`config.mk`:
```
export PLATFORM = sky130hd
export DESIGN_NAME = i2c_master_ctrl
export DESIGN_NICKNAME = d
export VERILOG_FILES = /design/src/rtl/i2c_master_ctrl.sv
export SDC_FILE = /design/constraint.sdc
export NUM_CORES = 1
export LEC_CHECK = 0
export BUFFER_PORTS_ARGS = -buffer_cell sky130_fd_sc_hd__buf_2
export CAP_MARGIN = 15
export CORE_ASPECT_RATIO = 0.6
export CORE_MARGIN = 2
export CORE_UTILIZATION = 55
export DETAILED_ROUTE_END_ITERATION = 16
export PLACE_DENSITY_LB_ADDON = 0.2
export RECOVER_POWER = 25
export SLEW_MARGIN = 20
export SYNTH_ARGS = -nofsm -noshare
export SYNTH_HDL_FRONTEND = slang
export SYNTH_SLANG_ARGS = --single-unit
```
`constraint.sdc`:
```
create_clock -name CLOCK_i -period 4.4 [get_ports CLOCK_i]
set_input_delay 0.44 -clock CLOCK_i [delete_from_list [all_inputs] [get_ports CLOCK_i]]
set_output_delay 0.44 -clock CLOCK_i [all_outputs]
set_load 0.02 [all_outputs]
```
`src/rtl/i2c_master_ctrl.sv`:
```
// i2c_master_ctrl: single-master I2C byte engine driven by register-block command/config outputs.
// Four ticks per bit; SCL/SDA are open-drain style (1 = release, 0 = pull low).
module i2c_master_ctrl (
    input  logic       CLOCK_i,
    input  logic       RESET_i,
    input  logic [7:0] PRESCALER_i,
    input  logic [7:0] CMD_i,
    input  logic [7:0] ADDRESS_RW_i,
    input  logic [7:0] TX_DATA_i,
    input  logic       TX_EMPTY_i,
    input  logic       RX_FULL_i,
    input  logic       SDA_i,
    output logic       SCL_o,
    output logic       SDA_o,
    output logic       TX_RD_o,
    output logic [7:0] RX_DATA_o,
    output logic       RX_WR_o,
    output logic       CMD_ACK_o,
    output logic [7:0] STATUS_o
);
    typedef enum logic [3:0] {
        S_IDLE, S_START, S_ADDR, S_ADDR_ACK, S_WR_DATA, S_WR_ACK, S_RD_DATA, S_RD_ACK, S_STOP
    } state_t;

    state_t     r_state, w_next;
    logic [7:0] r_presc, r_cnt, r_shift, r_rx_data;
    logic [3:0] r_bytes;
    logic [2:0] r_bit;
    logic [1:0] r_phase;
    logic       r_rw, r_sample, r_tx_rd, r_rx_wr, r_cmd_ack;
    logic       r_busy, r_nack, r_done, r_und, r_ovf;
    logic       w_tick, w_end, w_last_bit, w_last_byte, w_accept, w_scl, w_sda, w_unused;

    assign w_tick      = (r_state != S_IDLE) && (r_cnt == r_presc);
    assign w_end       = w_tick && (r_phase == 2'd3);
    assign w_last_bit  = (r_bit == 3'd7);
    assign w_last_byte = (r_bytes == 4'd0);
    assign w_accept    = (r_state == S_IDLE) && CMD_i[0];
    assign w_unused    = &{1'b0, CMD_i[3:1]};

    always_comb begin
        w_next = r_state;
        w_scl  = r_phase[0] ^ r_phase[1];
        w_sda  = 1'b1;
        case (r_state)
            S_IDLE: begin
                w_scl  = 1'b1;
                w_next = CMD_i[0] ? S_START : S_IDLE;
            end
            S_START: begin
                w_scl  = 1'b1;
                w_sda  = ~r_phase[1];
                w_next = w_end ? S_ADDR : S_START;
            end
            S_ADDR: begin
                w_sda  = r_shift[7];
                w_next = (w_end && w_last_bit) ? S_ADDR_ACK : S_ADDR;
            end
            S_ADDR_ACK:
                w_next = !w_end ? S_ADDR_ACK : r_sample ? S_STOP : r_rw ? S_RD_DATA :
                         TX_EMPTY_i ? S_STOP : S_WR_DATA;
            S_WR_DATA: begin
                w_sda  = r_shift[7];
                w_next = (w_end && w_last_bit) ? S_WR_ACK : S_WR_DATA;
            end
            S_WR_ACK:
                w_next = !w_end ? S_WR_ACK :
                         (r_sample || w_last_byte || TX_EMPTY_i) ? S_STOP : S_WR_DATA;
            S_RD_DATA:
                w_next = (w_end && w_last_bit) ? S_RD_ACK : S_RD_DATA;
            S_RD_ACK: begin
                w_sda  = w_last_byte;
                w_next = !w_end ? S_RD_ACK : w_last_byte ? S_STOP : S_RD_DATA;
            end
            S_STOP: begin
                w_scl  = (r_phase != 2'd0);
                w_sda  = r_phase[1];
                w_next = w_end ? S_IDLE : S_STOP;
            end
            default: w_next = S_IDLE;
        endcase
    end

    always_ff @(posedge CLOCK_i or negedge RESET_i) begin
        if (!RESET_i) r_state <= S_IDLE;
        else          r_state <= w_next;
    end

    always_ff @(posedge CLOCK_i or negedge RESET_i) begin
        if (!RESET_i) begin
            r_presc   <= '0;
            r_cnt     <= '0;
            r_shift   <= '0;
            r_rx_data <= '0;
            r_bytes   <= '0;
            r_bit     <= '0;
            r_phase   <= '0;
            r_rw      <= 1'b0;
            r_sample  <= 1'b1;
            r_tx_rd   <= 1'b0;
            r_rx_wr   <= 1'b0;
            r_cmd_ack <= 1'b0;
            r_busy    <= 1'b0;
            r_nack    <= 1'b0;
            r_done    <= 1'b0;
            r_und     <= 1'b0;
            r_ovf     <= 1'b0;
        end else begin
            r_tx_rd   <= 1'b0;
            r_rx_wr   <= 1'b0;
            r_cmd_ack <= 1'b0;
            r_cnt     <= (r_state == S_IDLE || w_tick) ? 8'd0 : r_cnt + 8'd1;
            if (w_tick)
                r_phase <= r_phase + 2'd1;
            if (w_accept) begin
                r_presc   <= PRESCALER_i;
                r_shift   <= ADDRESS_RW_i;
                r_rw      <= ADDRESS_RW_i[0];
                r_bytes   <= CMD_i[7:4];
                r_bit     <= 3'd0;
                r_phase   <= 2'd0;
                r_cmd_ack <= 1'b1;
                r_busy    <= 1'b1;
                r_nack    <= 1'b0;
                r_done    <= 1'b0;
                r_und     <= 1'b0;
                r_ovf     <= 1'b0;
            end
            // SDA_i is taken at the end of the first SCL-high phase
            if (w_tick && r_phase == 2'd1) begin
                r_sample <= SDA_i;
                if (r_state == S_RD_DATA)
                    r_shift <= {r_shift[6:0], SDA_i};
            end
            if (w_end) begin
                case (r_state)
                    S_ADDR, S_WR_DATA: begin
                        r_shift <= {r_shift[6:0], 1'b0};
                        r_bit   <= r_bit + 3'd1;
                    end
                    S_RD_DATA: begin
                        r_bit <= r_bit + 3'd1;
                        if (w_last_bit && !RX_FULL_i) begin
                            r_rx_data <= r_shift;
                            r_rx_wr   <= 1'b1;
                        end
                        if (w_last_bit && RX_FULL_i)
                            r_ovf <= 1'b1;
                    end
                    S_ADDR_ACK, S_WR_ACK: begin
                        if (r_sample)
                            r_nack <= 1'b1;
                        else if (r_state == S_ADDR_ACK ? !r_rw : !w_last_byte) begin
                            if (r_state == S_WR_ACK)
                                r_bytes <= r_bytes - 4'd1;
                            if (TX_EMPTY_i)
                                r_und <= 1'b1;
                            else begin
                                r_shift <= TX_DATA_i;
                                r_tx_rd <= 1'b1;
                            end
                        end
                    end
                    S_RD_ACK:
                        if (!w_last_byte)
                            r_bytes <= r_bytes - 4'd1;
                    S_STOP: begin
                        r_done <= 1'b1;
                        r_busy <= 1'b0;
                    end
                    default: ;
                endcase
            end
        end
    end

    assign SCL_o     = w_scl;
    assign SDA_o     = w_sda;
    assign TX_RD_o   = r_tx_rd;
    assign RX_WR_o   = r_rx_wr;
    assign RX_DATA_o = r_rx_data;
    assign CMD_ACK_o = r_cmd_ack;
    assign STATUS_o  = {3'b000, r_ovf, r_und, r_done, r_nack, r_busy};
endmodule

```
# After elaboration in Yosys (flattened, before gate mapping)

Cells that the tools add are included.
Widths: inputs -> output; s select.

Flip-flop bits (word level): 55
Input port bits: 37
Output and inout port bits: 21

Bitwise operators: 2
Reduce and logical (&&, ||, !) cells: 23
Equality and inequality tests: 12
Multiplexer cells: 68
Add/sub/neg operators: 4

Operators by type and width:

| cell                | count |
|---|---|
| $mux 8              | 8 |
| $mux 4              | 15 |
| $pmux 4 s9          | 1 |
| $mux 1              | 34 |
| $eq 4x3->1 const B  | 4 |
| $pmux 8 s2          | 1 |
| $mux 3              | 3 |
| $add 8x1->8 const B | 1 |
| $eq 4x2->1 const B  | 2 |
| $eq 8x8->1          | 1 |
| $logic_not 4->1     | 2 |
| $pmux 4 s2          | 1 |
| $logic_and 1x1->1   | 7 |
| $mux 2              | 3 |
| $reduce_or 2->1     | 3 |
| $eq 4x1->1 const B  | 1 |
| $eq 4x4->1 const B  | 1 |
| $pmux 1 s4          | 1 |
| $reduce_bool 2->1   | 2 |
| $reduce_bool 4->1   | 1 |
| $sub 4x1->4 const B | 1 |
| $add 3x1->3 const B | 1 |
| $eq 3x3->1 const B  | 1 |
| $logic_not 1->1     | 3 |
| 9 further kinds     | 11 |

# Depth between registers and ports, before layout

Depth in word-level cells: 10
Gate-level depth with buffers: 8
Depth with buffers taken out: 7

# Worst setup path before layout

No wires, ideal clock.

Path kind: register -> output
From: reg r_bytes[0]
To: out SDA_o
Buffers on the path: 0
Stages on the path, launching flop included: 7
Arrival: 1.760 ns
Path slack: 2.200 ns
Path through: dfrtp_1 inv_1 ha_1 or3b_1 a31oi_1 a21oi_1 o21ai_0

Cells in the longest elaborated chain, start to end: 2

RTL lines:

| what                     | line | RTL |
|---|---|---|
| start: declaration       | 27   | `logic [3:0] r_bytes;` |
| start signal: assignment | 119  | `r_bytes <= CMD_i[7:4];` |
| start signal: assignment | 155  | `r_bytes <= r_bytes - 4'd1;` |
| start signal: assignment | 166  | `r_bytes <= r_bytes - 4'd1;` |
| $logic_not 4->1          | 37   | `assign w_last_byte = (r_bytes == 4'd0);` |
| $pmux 1 s4               | 45   | `case (r_state)` |
| end: declaration         | 14   | `output logic SDA_o,` |

Every way passes these cells.

==> flow_summary.json <==
{
  "end_kind": "async pin",
  "violations": "max-capacitance violations, max-slew violations",
  "use_met3_pct": 4.77,
  "tns_ns": 0,
  "detailed_place_hpwl_mm": 4.84,
  "cp_num_buf_inv": 2,
  "yosys_warnings": 0,
  "setup_viol_count_final": 0,
  "hold_class": "in -> reg",
  "slowest_stage": "clkbuf_1",
  "postCtsSetupBuffers": 0,
  "clock-root-buffer": "clkbuf_8",
  "crit_type": "in -> async",
  "drive_gt1_share_pct": 25.2,
  "hold_buffers": 0,
  "cts_tree": "done",
  "row_count": 20,
  "ys_types": 53,
  "coreArea_mm2": 0.00520,
  "grt_use_total_pct": 23.4,
  "port_buffers": 51,
  "dr.pass1.iters": 4,
  "fp.dieW_um": 100,
  "critPathLaunchType": "input port",
  "final.period_utilization_pct": 63.5,
  "die_y_um": 61.7,
  "top_usage_layer": "met1",
  "start_util_pct": 58.6,
  "drc": 0,
  "critPathRequiredTime_ns": 4.19,
  "status": "complete, but fails checks",
  "tightestPinTransition_ns": 2.90,
  "async_flop_share_pct": 100,
  "drv_slew": 56,
  "fmax_mhz": 358,
  "yosysSeqAreaShare_pct": 45.2,
  "area_delta_synth_final_pct": 10.7,
  "finalWirelength_mm": 6.61,
  "ant_nets": 0,
  "leakage_nw": 1.56,
  "ys.flop_type": "dfrtp_1",
  "ctsResizeCount": 0,
  "slew_headroom_pct": -93.3,
  "antenna_cells": 0,
  "ir_drop_mv": 0.252,
  "worstPathArrival_ns": 2.59,
  "cp_top_family": "buffers and inverters",
  "path_cells": "buf_2 > clkbuf_1",
  "cts_sinks": 55,
  "wl_per_cell_um": 15.9,
  "met2_usage_pct": 33.6,
  "drv_cap": 1,
  "clockBufferDepth": 2,
  "drt_iter0_markers": 255,
  "cpPeakStageDelay_ns": 2.04,
  "fillers": 451,
  "synth_area_mm2": 0.00305,
  "grt_util_met1_pct": 36.0,
  "period_minus_slack_ns": 2.79,
  "synth_edf_count": 0,
  "grt_pass1_wl_mm": 11.0,
  "hold_violations": 0,
  "ys_ff_latch": 55,
  "layout_common_cells": "dfrtp_1 (54), buf_2 (51), nand2_1 (46)",
  "finalPower_mw": 1.75,
  "htree_levels": 2,
  "p_per_area_mw_per_mm2": 518,
  "io-pin-count": 58,
  "grt_max_degree": 56,
  "clk_pin_slew_ns": 0.09,
  "grt_overflow": 0,
  "die-area_mm2": 0.00618,
  "cts_buffers": 5,
  "fin_nets": 392,
  "viasPerCell": 5.74,
  "grt_pass1_vias": 2271,
  "final_common_cell": "dfrtp_1",
  "rsz0062_at_grt": "false",
  "fin_worst_skew_ns": 0.00517,
  "synthCells": 306,
  "grt_antenna_before_repair": 0,
  "synth.avg_cell_area_um2": 9.96,
  "via_count": 2382,
  "cp_max_fo": 55,
  "place_congestion": 0.854,
  "clock_latency_ns": 0.31
}
==> Yosys cell counts (all sizes together), types with 2 or more instances <==
library cell	count	area share, %
o2111ai	2	0.57
o22ai	7	1.4
a32oi	2	0.57
xnor2	12	3.4
ha	7	2.9
nand3	5	0.82
or4	3	0.74
o31ai	3	0.74
mux2	16	5.9
nand2b	3	0.62
a22oi	7	1.7
o211ai	6	1.5
nor3	8	2.2
buf	13	3.0
a21oi	7	1.3
o21ai	9	1.5
xor2	4	1.1
clkbuf	7	0.86
nand4	4	1.5
nand2	46	5.7
and3	2	0.41
dfrtp	54	44
nor2b	5	1.0
nor2	23	2.8
and4	3	0.86
mux2i	14	4.6
inv	13	1.6
and4bb	2	0.82
a31o	2	0.57
and2	2	0.41
==> power breakdown <==
group	switching (mW)	internal (mW)	total [mW]	leakage [nW]
sequential	0.167	0.648	0.814	0.708
combinational	0.367	0.294	0.661	0.808
clock	0.161	0.112	0.273	0.0412
total	0.694	1.05	1.75	1.56
==> final cells by class <==
type / instances / area, um^2 / share of cell area [%]
well taps: 66 / 82.6 / 2.45
repair buffers: 53 / 267 / 7.90
multi-input cells: 220 / 1510 / 44.9
clock buffers: 6 / 72.6 / 2.15
clock inverters: 2 / 12.5 / 0.371
flip-flops and latches: 55 / 1380 / 40.8
inverters: 13 / 48.8 / 1.45
==> cell families (layout without fill, tap and decap cells) <==
logic type | count (synthesis) | in the layout | share of synthesized area (%)
xor gates and xnor gates | 16 | 16 | 4.60
muxes | 30 | 30 | 10.5
buffers and inverters | 33 | 74 | 5.42
and+or+nand+nor | 111 | 111 | 19.2
AOI/OAI and AO/OA | 53 | 53 | 12.1
DFF | 55 | 55 | 45.2
other | 1 | 3 | 0.123
adders and majority gates | 7 | 7 | 2.87
==> state kept, by name (all words and copies together) (netlist names), 2 cells and up <==
signal / count
RX_DATA_o: 8
r_cnt: 8
r_presc: 8
r_shift: 8
r_bytes: 4
r_state: 4
r_bit: 3
r_phase: 2
==> path summary, 6_finish.rpt <==
kind / slack (ns) / to / cells past startpoint / startpoint
min in group asynchronous: 1.15 / CMD_ACK_o$_DFF_PN0_ / 2 / RESET_i
worst min register to register: 0.51 / r_nack$_DFF_PN0_ / 2 / r_nack$_DFF_PN0_
worst max register to register: 1.89 / RX_DATA_o[4]$_DFFE_PN0P_ / 5 / r_cnt[0]$_DFF_PN0_
worst min-delay path: 0.32 / r_presc[5]$_DFFE_PN0N_ / 3 / PRESCALER_i[5]
worst max-delay path: 1.61 / r_state[2]$_DFF_PN0_ / 2 / RESET_i
max in group CLOCK_i: 1.81 / SDA_o / 7 / r_bytes[0]$_DFF_PN0_
==> routing by layer <==
layer,up-vias,wire [um]
li1,1157,-
met1,1140,3420
met2,79,2730
met3,6,420
met4,0,45
met5,-,0
==> through the flow <==
| step | hold WS, ns | instances | setup WS [ns] | utilization (%) | instance area, um^2 |
|---|---|---|---|---|---|
| after global routing | 0.327 | 415 | 1.02 | 64.8 | 3370 |
| final | 0.318 | 415 | 1.61 | 64.8 | 3370 |
| after global placement | 0.472 | 407 | 2.00 | 63.3 | 3290 |
| after CTS | 0.270 | 415 | 1.83 | 64.9 | 3380 |
| after detailed placement | 0.477 | 407 | 1.94 | 63.3 | 3290 |
| after floorplan | 0.144 | 308 | 2.20 | - | 3060 |
Power figures use the tool's default switching activity.
